[src/rtl/dmem_arbiter.sv]
// dmem_arbiter: two-port round-robin arbiter in front of a single-port data memory
module dmem_arbiter #(
  parameter int DW = 17,
  parameter int AW = 17
) (
  input  logic          clk,
  input  logic          reset,
  input  logic          req0,
  input  logic          req1,
  input  logic          we0,
  input  logic          we1,
  input  logic [AW-1:0] addr0,
  input  logic [AW-1:0] addr1,
  input  logic [DW-1:0] wdata0,
  input  logic [DW-1:0] wdata1,
  output logic          gnt0,
  output logic          gnt1,
  output logic          rvalid0,
  output logic          rvalid1,
  output logic [DW-1:0] rdata0,
  output logic [DW-1:0] rdata1,
  output logic [AW-1:0] mem_addr,
  output logic [DW-1:0] mem_wd,
  output logic          mem_we,
  input  logic [DW-1:0] mem_rd,
  output logic          busy
);
  typedef enum logic [1:0] {IDLE, SERVE0, SERVE1} state_t;
  state_t state_q, state_d;
  logic last_q, last_d, we_q, we_d;
  logic [AW-1:0] addr_q, addr_d;
  logic [DW-1:0] wd_q, wd_d;
  logic rvalid0_q, rvalid1_q;
  logic [DW-1:0] rdata0_q, rdata1_q;
  logic c0, c1, any, win;
  logic rd0_done, rd1_done;
  // The port being served this cycle is masked so its held request is not re-granted
  always_comb begin
    c0 = req0 && (state_q != SERVE0);
    c1 = req1 && (state_q != SERVE1);
    any = c0 || c1;
    win = (c0 && c1) ? ~last_q : (c1 && !c0);
    state_d = !any ? IDLE : (win ? SERVE1 : SERVE0);
    last_d = any ? win : last_q;
    we_d = any ? (win ? we1 : we0) : we_q;
    addr_d = any ? (win ? addr1 : addr0) : addr_q;
    wd_d = any ? (win ? wdata1 : wdata0) : wd_q;
  end
  assign rd0_done = (state_q == SERVE0) && !we_q;
  assign rd1_done = (state_q == SERVE1) && !we_q;
  always_ff @(posedge clk or negedge reset) begin
    if (!reset) begin
      state_q   <= IDLE;
      last_q    <= 1'b1;
      we_q      <= 1'b0;
      addr_q    <= '0;
      wd_q      <= '0;
      rvalid0_q <= 1'b0;
      rvalid1_q <= 1'b0;
      rdata0_q  <= '0;
      rdata1_q  <= '0;
    end else begin
      state_q   <= state_d;
      last_q    <= last_d;
      we_q      <= we_d;
      addr_q    <= addr_d;
      wd_q      <= wd_d;
      rvalid0_q <= rd0_done;
      rvalid1_q <= rd1_done;
      if (rd0_done) rdata0_q <= mem_rd;
      if (rd1_done) rdata1_q <= mem_rd;
    end
  end
  assign gnt0     = state_q == SERVE0;
  assign gnt1     = state_q == SERVE1;
  assign busy     = state_q != IDLE;
  assign mem_we   = busy && we_q;
  assign mem_addr = busy ? addr_q : '0;
  assign mem_wd   = busy ? wd_q : '0;
  assign rvalid0  = rvalid0_q;
  assign rvalid1  = rvalid1_q;
  assign rdata0   = rdata0_q;
  assign rdata1   = rdata1_q;
endmodule

[config.mk]
export PLATFORM = sky130hd
export DESIGN_NAME = dmem_arbiter
export DESIGN_NICKNAME = d
export VERILOG_FILES = /design/src/rtl/dmem_arbiter.sv
export SDC_FILE = /design/constraint.sdc
export NUM_CORES = 1
export LEC_CHECK = 0
export BUFFER_PORTS_ARGS = -buffer_cell sky130_fd_sc_hd__buf_2
export CAP_MARGIN = 30
export CORE_ASPECT_RATIO = 1.1
export CORE_MARGIN = 5
export CORE_UTILIZATION = 44
export CTS_CLUSTER_SIZE = 10
export DETAILED_ROUTE_END_ITERATION = 12
export MAX_ROUTING_LAYER = met4
export PLACE_DENSITY = 0.83
export SYNTH_ARGS = -nofsm -noshare
export SYNTH_HDL_FRONTEND = slang
export SYNTH_SLANG_ARGS = --single-unit
[constraint.sdc]
create_clock -name clk -period 1.7 [get_ports clk]
set_clock_uncertainty 0.05 [all_clocks]
set_input_delay 0.17 -clock clk [delete_from_list [all_inputs] [get_ports clk]]
set_output_delay 0.17 -clock clk [all_outputs]
set_load 0.02 [all_outputs]
After elaboration in Yosys (flattened, before gate mapping):

Index checks and enable logic that the tools add are counted.
W data, S select, Z words.

* reduce and logical (&&, ||, !) cells: 11
* equality and inequality tests: 4
* bitwise gates (word level): 1
* mux-type cells: 8

Operators by type and width (number)
* $mux W17: 4
* $logic_and A1 B1 Y1: 7
* $mux W2: 2
* $eq A2 B1 Y1 const B: 1
* $eq A2 B2 Y1 const B: 1
* $logic_not A1 Y1: 2
* $mux W1: 2
* $ne A2 B1 Y1 const B: 1
* $ne A2 B2 Y1 const B: 1
* $reduce_bool A2 Y1: 1
* $logic_or A1 B1 Y1: 1
* $not A1 Y1: 1

* bits of input ports: 91
* register bits: 74
* output and inout port bits: 74

Logic depth before layout (Yosys ltp):

Gate-level depths: netlist of the first run.

* word-level depth: 7
* gate-level depth with buffers: 7

Worst setup path after synthesis of the first run:

Ideal clock, no wire load.

* path kind: register to register
* start: register state_q[1]
* end: register rdata0_q[10], in the netlist rdata0[10]
* stages on the path, launching flop included: 5
* path slack: 137 ps
* data required time: 1525 ps
* data arrival time: 1389 ps
* clock period less this slack: 1563 ps
* setup time: 125 ps
* cells stage by stage: dfrtp_1 -> nand2b_4 -> nor2_2 -> buf_4 -> mux2_2

* word-level cells in the longest chain between the ends: 2

Ends and longest elaborated chain
* start, declared: line 29 `state_t state_q, state_d;`
* start signal, assigned: line 63 `state_q <= state_d;`
* $eq A2 B1 Y1: line 49 `assign rd0_done = (state_q == SERVE0) && !we_q;`
* $logic_and A1 B1 Y1: line 49
* named net rd0_done: line 36 `logic rd0_done, rd1_done;`
* end signal, assigned: line 70 `if (rd0_done) rdata0_q <= mem_rd;`
* end, declared: line 34 `logic [DW-1:0] rdata0_q, rdata1_q;`

The timed path passes the listed nets, and every way through them passes these cells.
A chain may end at the register's enable or synchronous reset.

Final worst setup path of the first run:

* start: register state_q[1]
* end: register wd_q[9]

* word-level cells in the longest chain between the ends: 6
* elaborated cells on any way between the ends: 10

Ends and longest elaborated chain
* $ne A2 B1 Y1: line 39 `c0 = req0 && (state_q != SERVE0);`
* $logic_and A1 B1 Y1: line 39
* $logic_not A1 Y1: line 42 `win = (c0 && c1) ? ~last_q : (c1 && !c0);`
* $logic_and A1 B1 Y1: line 42
* $mux W1: line 42
* $mux W17: line 47 `wd_d = any ? (win ? wdata1 : wdata0) : wd_q;`
* end signal, assigned: line 67 `wd_q <= wd_d;`
* end, declared: line 32 `logic [DW-1:0] wd_q, wd_d;`

Parallel ways exist; a longest one is shown, timed or not.

==> flow_summary.toml, run 1 <==
[layout]
fin_area_um2 = 4420
drive_gt1_frac = 0.545
nNetsFinal = 511
final_cell_mix = "buf_2, dfrtp_1, nor2b_1, and3_1, a221o_1"
mostFrequentLayoutCell = "buf_2"
area_delta_synth_final_pct = 35.4
multiInputGateArea_um2 = 1300
nFillCells = 622
layout.area.seq_um2 = 1850

[worst_setup_path]
endpoint = "wd_q[9]"
crit_arrival_ps = 1770
cp.required_ps = 1850
crit_fanout = 19
reg2reg_slack_ps = 80
r2r_start = "state_q[1]"
cp-end-kind = "flip-flop"
path_class = "reg -> reg"
critPathLaunch = "state_q[1]"
cp-start-kind = "flip-flop"
rr_worst_depth = 6
r2r-end = "wd_q[9]"

[routing]
drc = 0
firstDrtPassIters = 4
drt_iter0_markers = 73
drt-vias-per-instance = 5.27
wl_per_cell_um = 16.6
vias = 2698
antenna_left = 0
wl_um = 8480

[timing]
tns_ps = 0
fmax_mhz = 619
min_period_ps = 1620
slew_violations = 0
period_share = 0.950
relSlewSlack = 0.722
setup_viol = 0
hold_viol = 0
worstMarginPinSlew_ps = 418
finalWorstSetupSlack_ps = 84.4
rsz0062_at_grt = "false"

[synthesis]
post_synth_fa_ha_maj_area_fraction = 0
synthTopCellsByArea = "dfrtp_1, a221o_1, mux2_2, nor2b_1, and3_1"
synth.largest_area_cell = "dfrtp_1"
ys_warn_count = 0
seq_area_frac_synth = 0.568
synthDistinctLibCells = 22
syn-mean-instance-area_um2 = 13.1
synth_top_family_by_area = "simple AND/OR/NAND/NOR gates"
post_synth_xor_area_fraction = 0
synthCells = 250
synthMuxAreaShare = 0.117
yosys.area_share.simple = 0.157
ys_seq_elements = 74
synth-compound-area-share = 0.120
syn-num-nets = 341
netlist_area_um2 = 3260
yosysTopAreaCellShare = 0.560

[clock_network]
clk_latency_ps = 330
root_buffer = "clkbuf_8"
htree_levels = 3
clkTransAtPathRegs_ps = 80
cts_tree = "done"
cts_buffer_depth = 2
clkSinkCount = 74
cts_buffers = 9

[die]
start_util = 0.444
num_io_pins = 165
dieWidth_um = 92.1
die_h_um = 100
coreArea_um2 = 7350
rows = 33
die_area_um2 = 9240

[global_route]
busiest_layer = "met2"
met2_usage = 0.322
gr-total-overflow = 0
grtUsageMet1 = 0.239
antenna_found_initial = 1
met3_usage = 0.0405
grt_pass1_vias = 2863
grt_pass1_wl_um = 13800
grt_max_degree = 44
grt_usage = 0.195

[placed_design]
portBuffers = 164
place_ws_ps = 128
dp_hpwl_um = 6410
place.gp.congestion = 0.836
placedInstanceArea_um2 = 4240

[flow_run]
drv_cap = 0

[worst_hold_path]
hold_class = "in -> reg"
min_path_cells = 2

[run_status]
status = "complete, no violations"

[power]
powerDensity_nw_per_um2 = 1500
leakagePower_nw = 2.32
ir_worst_vdd_v = 0.000546
## synthesized netlist by cell type (all sizes together)
master  instances
nand2           2
a21o            2
nor2            3
dfstp           1
a21oi           1
mux2           34
inv             3
nand2b          2
buf            10
o21ai           2
a221o          35
and2            1
clkbuf          9
nor2b          37
and3           35
dfrtp          73
## critical path, stage by stage, from the launching register on
cell and delay [ps]:
dfrtp_1 460, nand2b_4 200, inv_2 50, a21oi_2 110, nor2b_2 60, buf_4 200, a221o_1 370
## cell families (layout without fill, tap and decap cells)
| logic type | Yosys count | in the layout |
|---|---|---|
| simple gates | 80 | 80 |
| flops | 74 | 74 |
| compound gates | 40 | 40 |
| mux | 34 | 34 |
| buf+inv | 22 | 196 |
| other cells | 0 | 1 |
## worst min path at each step
stage,start,endpoint,slack (ps)
after floorplan,reset,addr_q[0],-180
after global placement,reset,wd_q[2],70
after detailed placement,reset,wd_q[2],80
after CTS,wdata1[7],wd_q[7],4
after global routing,wdata1[5],wd_q[5],1
final,wdata1[5],wd_q[5],10
## layer usage
metal | routed length, um | vias up | part of all wire
li1 | - | 1258 | -
met1 | 3460 | 1306 | 0.41
met2 | 4270 | 122 | 0.50
met3 | 584 | 12 | 0.069
met4 | 163 | 0 | 0.019
met5 | 0 | - | 0
## where the power goes
| part | internal, mW | switching, mW |
|---|---|---|
| registers | 2.39 | 0.322 |
| logic | 1.23 | 1.59 |
| clock network | 0.513 | 0.585 |
## registers in the layout, summed over array words and instances, names as in the netlist
register	flops
rvalid1	1
we_q	1
rvalid0	1
rdata1	17
last_q	1
state_q	2
wd_q	17
addr_q	17
rdata0	17
## timing repair
| item | CTS | global route |
|---|---|---|
| pin swaps | 0 | 1 |
| hold buffers | 1 | 0 |
| setup buffers | 0 | 1 |
| resized for setup | 1 | 0 |
| endpoints found under the hold margin | 30 | 0 |
| cloned | 0 | 0 |
| setup endpoints to repair | 32 | 32 |
## metrics by stage
| stage | total power [mW] | instances | hold slack, ps | utilization |
|---|---|---|---|---|
| after floorplan | 4.50 | 250 | -176 | - |
| after global placement | 5.49 | 494 | 71.9 | 0.577 |
| after detailed placement | 5.60 | 494 | 83.4 | 0.577 |
| after CTS | 6.71 | 510 | 3.64 | 0.600 |
| after global routing | 7.06 | 512 | 1.49 | 0.601 |
| final | 6.63 | 512 | 13.4 | 0.601 |
## area by class of cell
| class | count | share of cell area |
|---|---|---|
| Clock inverter | 4 | 0.00453 |
| Sequential cell | 74 | 0.419 |
| Clock buffer | 11 | 0.0297 |
| Timing Repair Buffer | 178 | 0.225 |
| Multi-Input combinational cell | 154 | 0.294 |
| Tap cell | 87 | 0.0246 |
| Antenna cell | 1 | 0.000566 |
| Inverter | 3 | 0.00255 |
(Power assumes the default switching activity.)
==> run 2, diff against run 1 <==
--- a/config.mk
+++ b/config.mk
@@ -10,9 +10,8 @@
 export CORE_ASPECT_RATIO = 1.1
 export CORE_MARGIN = 5
 export CORE_UTILIZATION = 44
-export CTS_CLUSTER_SIZE = 10
+export CTS_CLUSTER_SIZE = 28
 export DETAILED_ROUTE_END_ITERATION = 12
-export MAX_ROUTING_LAYER = met4
 export PLACE_DENSITY = 0.83
 export SYNTH_ARGS = -nofsm -noshare
 export SYNTH_HDL_FRONTEND = slang
==> run 2 against run 1 <==
Clock-buffer cell count did not move. Combinational power about the same. Worst setup slack better by 0.90 ps. Largest power group unchanged. Global-route usage is 0.57 points lower. Worst hold slack is essentially flat. Wire length fell by 0.12%. Sequential cell count stayed put.
==> flow_summary.toml, run 2 (synthesis results as in run 1) <==
[routing]
drc = 0
antenna_left = 0
drt_iter0_markers = 50
wl_per_cell_um = 16.5
firstDrtPassIters = 4
vias = 2689
wl_um = 8470
drt-vias-per-instance = 5.25

[die]
die_h_um = 100
start_util = 0.444
num_io_pins = 165
die_area_um2 = 9240
dieWidth_um = 92.1
rows = 33
coreArea_um2 = 7350

[global_route]
grt_pass1_wl_um = 13800
gr-total-overflow = 0
antenna_found_initial = 1
grt_usage = 0.190
grt_max_degree = 44
grt_pass1_vias = 2860

[worst_setup_path]
cp-end-kind = "flip-flop"
r2r-end = "wd_q[9]"
cp.required_ps = 1850
crit_fanout = 19
path_cells = "nand2b_4, inv_2, a21oi_2, nor2b_2, buf_4, a221o_1"
crit_slowest_cell = "dfrtp_1"
rr_worst_depth = 6
reg2reg_slack_ps = 90
crit_path_max_incr_delay_ps = 460
critPathLaunch = "state_q[1]"
crit_arrival_ps = 1770
path_class = "reg -> reg"
r2r_start = "state_q[1]"
cp_top_family = "compound AO/OA/AOI/OAI gates"
cp-start-kind = "flip-flop"
cp_num_buf_inv = 2

[power]
powerDensity_nw_per_um2 = 1500
leakagePower_nw = 2.32
ir_worst_vdd_v = 0.000544

[placed_design]
portBuffers = 164
place_ws_ps = 128
dp_hpwl_um = 6410
place.gp.congestion = 0.823

[worst_hold_path]
hold_class = "in -> reg"
min_path_cells = 2
worstHoldStart = "wdata1[5]"
whs_endpoint = "wd_q[5]"

[clock_network]
cts_tree = "done"
root_buffer = "clkbuf_8"
cts_buffers = 9
htree_levels = 3
cts_buffer_depth = 2
clk_latency_ps = 330
clkTransAtPathRegs_ps = 80
clkSinkCount = 74

[layout]
utilization = 0.601
final_cell_mix = "buf_2, dfrtp_1, nor2b_1, and3_1, a221o_1"
nFillCells = 622
drive_gt1_frac = 0.545
mostFrequentLayoutCell = "buf_2"
area_delta_synth_final_pct = 35.4
nNetsFinal = 511

[timing]
tns_ps = 0
slew_violations = 0
period_share = 0.950
relSlewSlack = 0.722
worstMarginPinSlew_ps = 417
fmax_mhz = 619
min_period_ps = 1610
finalWorstSetupSlack_ps = 85.3
setup_viol = 0
rsz0062_at_grt = "false"
hold_viol = 0

[run_status]
status = "complete, no violations"

[flow_run]
drv_cap = 0
==> run 2: cell type report <==
| type | instances | area (um2) | area share |
|---|---|---|---|
| Timing Repair Buffer | 178 | 993 | 0.225 |
| Clock inverter | 4 | 20.0 | 0.00453 |
| Sequential cell | 74 | 1850 | 0.419 |
| Clock buffer | 11 | 131 | 0.0297 |
| Multi-Input combinational cell | 154 | 1300 | 0.294 |
| Tap cell | 87 | 109 | 0.0246 |
| Antenna cell | 1 | 2.50 | 0.000566 |
| Inverter | 3 | 11.3 | 0.00255 |
==> run 2: repair_timing <==
action	CTS	global route
hold endpoints to repair	30	0
setup buffers	0	1
endpoints found under the setup margin	32	32
hold buffers	1	0
pin swaps	0	1
gates resized for setup	1	0
==> run 2: worst reg2reg max path: cells and delay by family, from the launching register on <==
family,cells,cell delay [ps]
and+or+nand+nor,2,260
AOI/OAI and AO/OA,2,480
DFF,1,460
buffers and inverters,2,250
==> run 2: layer usage <==
metal  vias up  GRT usage  wire length, um
met3        12     0.0517              686
met5         -          0                0
met4         0     0.0731              164
li1       1258          -                -
met2       119      0.321             4250
met1      1300      0.232             3360
==> run 2: worst max path at each step <==
| stage | cells after the start | slack [ps] | endpoint |
|---|---|---|---|
| 3_3_place_gp | 6 | 180 | wd_q[10] |
| 4_1_cts | 4 | 6 | mem_wd[7] |
| 3_5_place_dp | 6 | 130 | wd_q[3] |
| 6_report | 6 | 90 | wd_q[9] |
| 5_1_grt | 6 | 10 | wd_q[16] |
| 2_1_floorplan | 4 | 140 | rdata0[10] |
==> run 2: stage by stage <==
| stage | cells | hold WS, ps | cell area, um2 | power, mW |
|---|---|---|---|---|
| finish | 512 | 12.9 | 4420 | 6.63 |
| global route | 512 | 1.50 | 4420 | 7.06 |
| CTS | 510 | 3.64 | 4410 | 6.71 |
| detailed placement | 494 | 83.4 | 4240 | 5.60 |
| global placement | 494 | 71.9 | 4240 | 5.49 |
| floorplan | 250 | -176 | 3260 | 4.50 |
==> run 2: report_power, final <==
group | leakage [nW] | switching, mW | internal [mW] | total [mW]
registers | 0.886 | 0.324 | 2.39 | 2.71
clock network | 0.0827 | 0.586 | 0.513 | 1.10
logic | 1.35 | 1.59 | 1.23 | 2.82
total | 2.32 | 2.50 | 4.13 | 6.63
==> run 3, diff against run 2 <==
--- a/config.mk
+++ b/config.mk
@@ -7,12 +7,13 @@
 export LEC_CHECK = 0
 export BUFFER_PORTS_ARGS = -buffer_cell sky130_fd_sc_hd__buf_2
 export CAP_MARGIN = 30
-export CORE_ASPECT_RATIO = 1.1
+export CORE_ASPECT_RATIO = 1.75
 export CORE_MARGIN = 5
 export CORE_UTILIZATION = 44
 export CTS_CLUSTER_SIZE = 28
 export DETAILED_ROUTE_END_ITERATION = 12
 export PLACE_DENSITY = 0.83
+export REMOVE_ABC_BUFFERS = 1
 export SYNTH_ARGS = -nofsm -noshare
 export SYNTH_HDL_FRONTEND = slang
 export SYNTH_SLANG_ARGS = --single-unit
==> run 3 against run 2 <==
Clock-buffer cell count grew 1. Non-clock buffer count shrank 1. Critical path depth is the same. Die area grew 0.71%. Critical endpoint is now wd_q[2].
==> flow_summary.toml, run 3 (synthesis results as in run 1) <==
[routing]
drt-vias-per-instance = 5.52
drt_iter0_markers = 225
wl_um = 9580
vias = 2813
firstDrtPassIters = 4
drc = 0
wl_per_cell_um = 18.8
antenna_left = 0

[layout]
drive_gt1_frac = 0.547
nNetsFinal = 510
final_cell_mix = "buf_2, dfrtp_1, nor2b_1, and3_1, a221o_1"
instances_no_fill = 510
area_delta_synth_final_pct = 40.3
utilization = 0.633
nFillCells = 548
insertedDiodeCount = 0
mostFrequentLayoutCell = "buf_2"
fin_area_um2 = 4580

[global_route]
grt_usage = 0.202
grt_max_degree = 60
antenna_found_initial = 0
grt_pass1_wl_um = 14000
gr-total-overflow = 0
grt_pass1_vias = 2783

[power]
p_switching_mw = 2.67
seqPwrFrac = 0.363
powerDensity_nw_per_um2 = 1640
power.internal_mw = 4.84
p_clk_frac = 0.254
leakagePower_nw = 2.38
p_total_mw = 7.50
combPwrFrac = 0.383
ir_worst_vdd_v = 0.000711
p_sw_frac = 0.355

[die]
start_util = 0.451
die_area_um2 = 9310
dieWidth_um = 75.1
die_h_um = 124
num_io_pins = 165
rows = 41
coreArea_um2 = 7230

[timing]
min_period_ps = 1610
slew_violations = 0
hold_ws_ps = 18.1
rsz0062_at_grt = "false"
fmax_mhz = 621
worstMarginPinSlew_ps = 381
hold_viol = 0
relSlewSlack = 0.746
setup_viol = 0
period_share = 0.948

[worst_setup_path]
path_class = "reg -> reg"
cp-end-kind = "flip-flop"
crit_fanout = 20
crit_arrival_ps = 1770
cp-start-kind = "flip-flop"
cp.required_ps = 1860

[worst_hold_path]
hold_class = "in -> reg"

[clock_network]
root_buffer = "clkbuf_16"
clkTransAtPathRegs_ps = 60
cts_tree = "done"
post-cts-setup-buffers = 0
cts_buffer_depth = 2
clkSinkCount = 74
htree_levels = 3
clk_latency_ps = 330
cts_buffers = 9

[placed_design]
dp_hpwl_um = 6990
place.gp.congestion = 0.741
portBuffers = 164
placedInstanceArea_um2 = 4250
dp_cells = 493

[run_status]
status = "complete, no violations"

[flow_run]
drv_cap = 0
## run 3: worst paths after layout
kind                       startpoint    endpoint  depth (start not counted)  slack (ps)
max                        state_q[1]     wd_q[2]                          6          90
min in group asynchronous       reset   rdata0[5]                          2         250
max in group asynchronous       reset      last_q                          3         680
min reg2reg                rdata1[13]  rdata1[13]                          1         430
min                        mem_rd[13]  rdata1[13]                          2          20
max reg2reg                state_q[1]     wd_q[2]                          6          90
## run 3: what timing repair did
action,4_1_cts,5_1_grt
hold endpoints to repair,15,0
endpoints found under the setup margin,0,41
gates resized for setup,0,2
hold buffers,1,0
## run 3: per-stage QoR
| stage | setup slack (ps) | setup TNS (ps) |
|---|---|---|
| 6_report | 88.6 | 0 |
| 5_1_grt | 12.2 | 0 |
| 4_1_cts | 22.1 | 0 |
| 3_5_place_dp | 72.0 | 0 |
| 3_3_place_gp | 117 | 0 |
| 2_1_floorplan | -704 | -39720 |
## run 3: power by group through the flow
| stage | Combinational (mW) | Sequential (mW) | Clock (mW) |
|---|---|---|---|
| 2_1_floorplan | 1.21 | 3.22 | 0 |
| 3_3_place_gp | 2.80 | 2.69 | 0 |
| 3_5_place_dp | 2.88 | 2.74 | 0 |
| 4_1_cts | 2.89 | 2.72 | 1.95 |
| 5_1_grt | 3.08 | 2.78 | 2.01 |
| 6_report | 2.87 | 2.72 | 1.91 |
## run 3: critical path: stages, from the launching register on
cell and delay, ps:
dfrtp_1 420, nand2b_4 180, inv_2 100, o21ai_4 110, buf_12 170, and3_1 180, a221o_1 270
## run 3: per-layer routing
layer  vias up  global-route usage  part of all wire
met5         -                   0                 0
met4         0               0.107             0.039
met3        32              0.0533              0.10
met2       167               0.336              0.50
met1      1350               0.233              0.36
li1       1264                   -                 -
## run 3: area by class of cell
cell class,count,area [um2],share of cell area
Timing Repair Buffer,177,1000,0.218
Multi-Input combinational cell,154,1300,0.284
Tap cell,86,108,0.0235
Sequential cell,74,1850,0.405
Clock buffer,12,256,0.0560
Inverter,3,11.3,0.00246
Clock inverter,4,50.0,0.0109
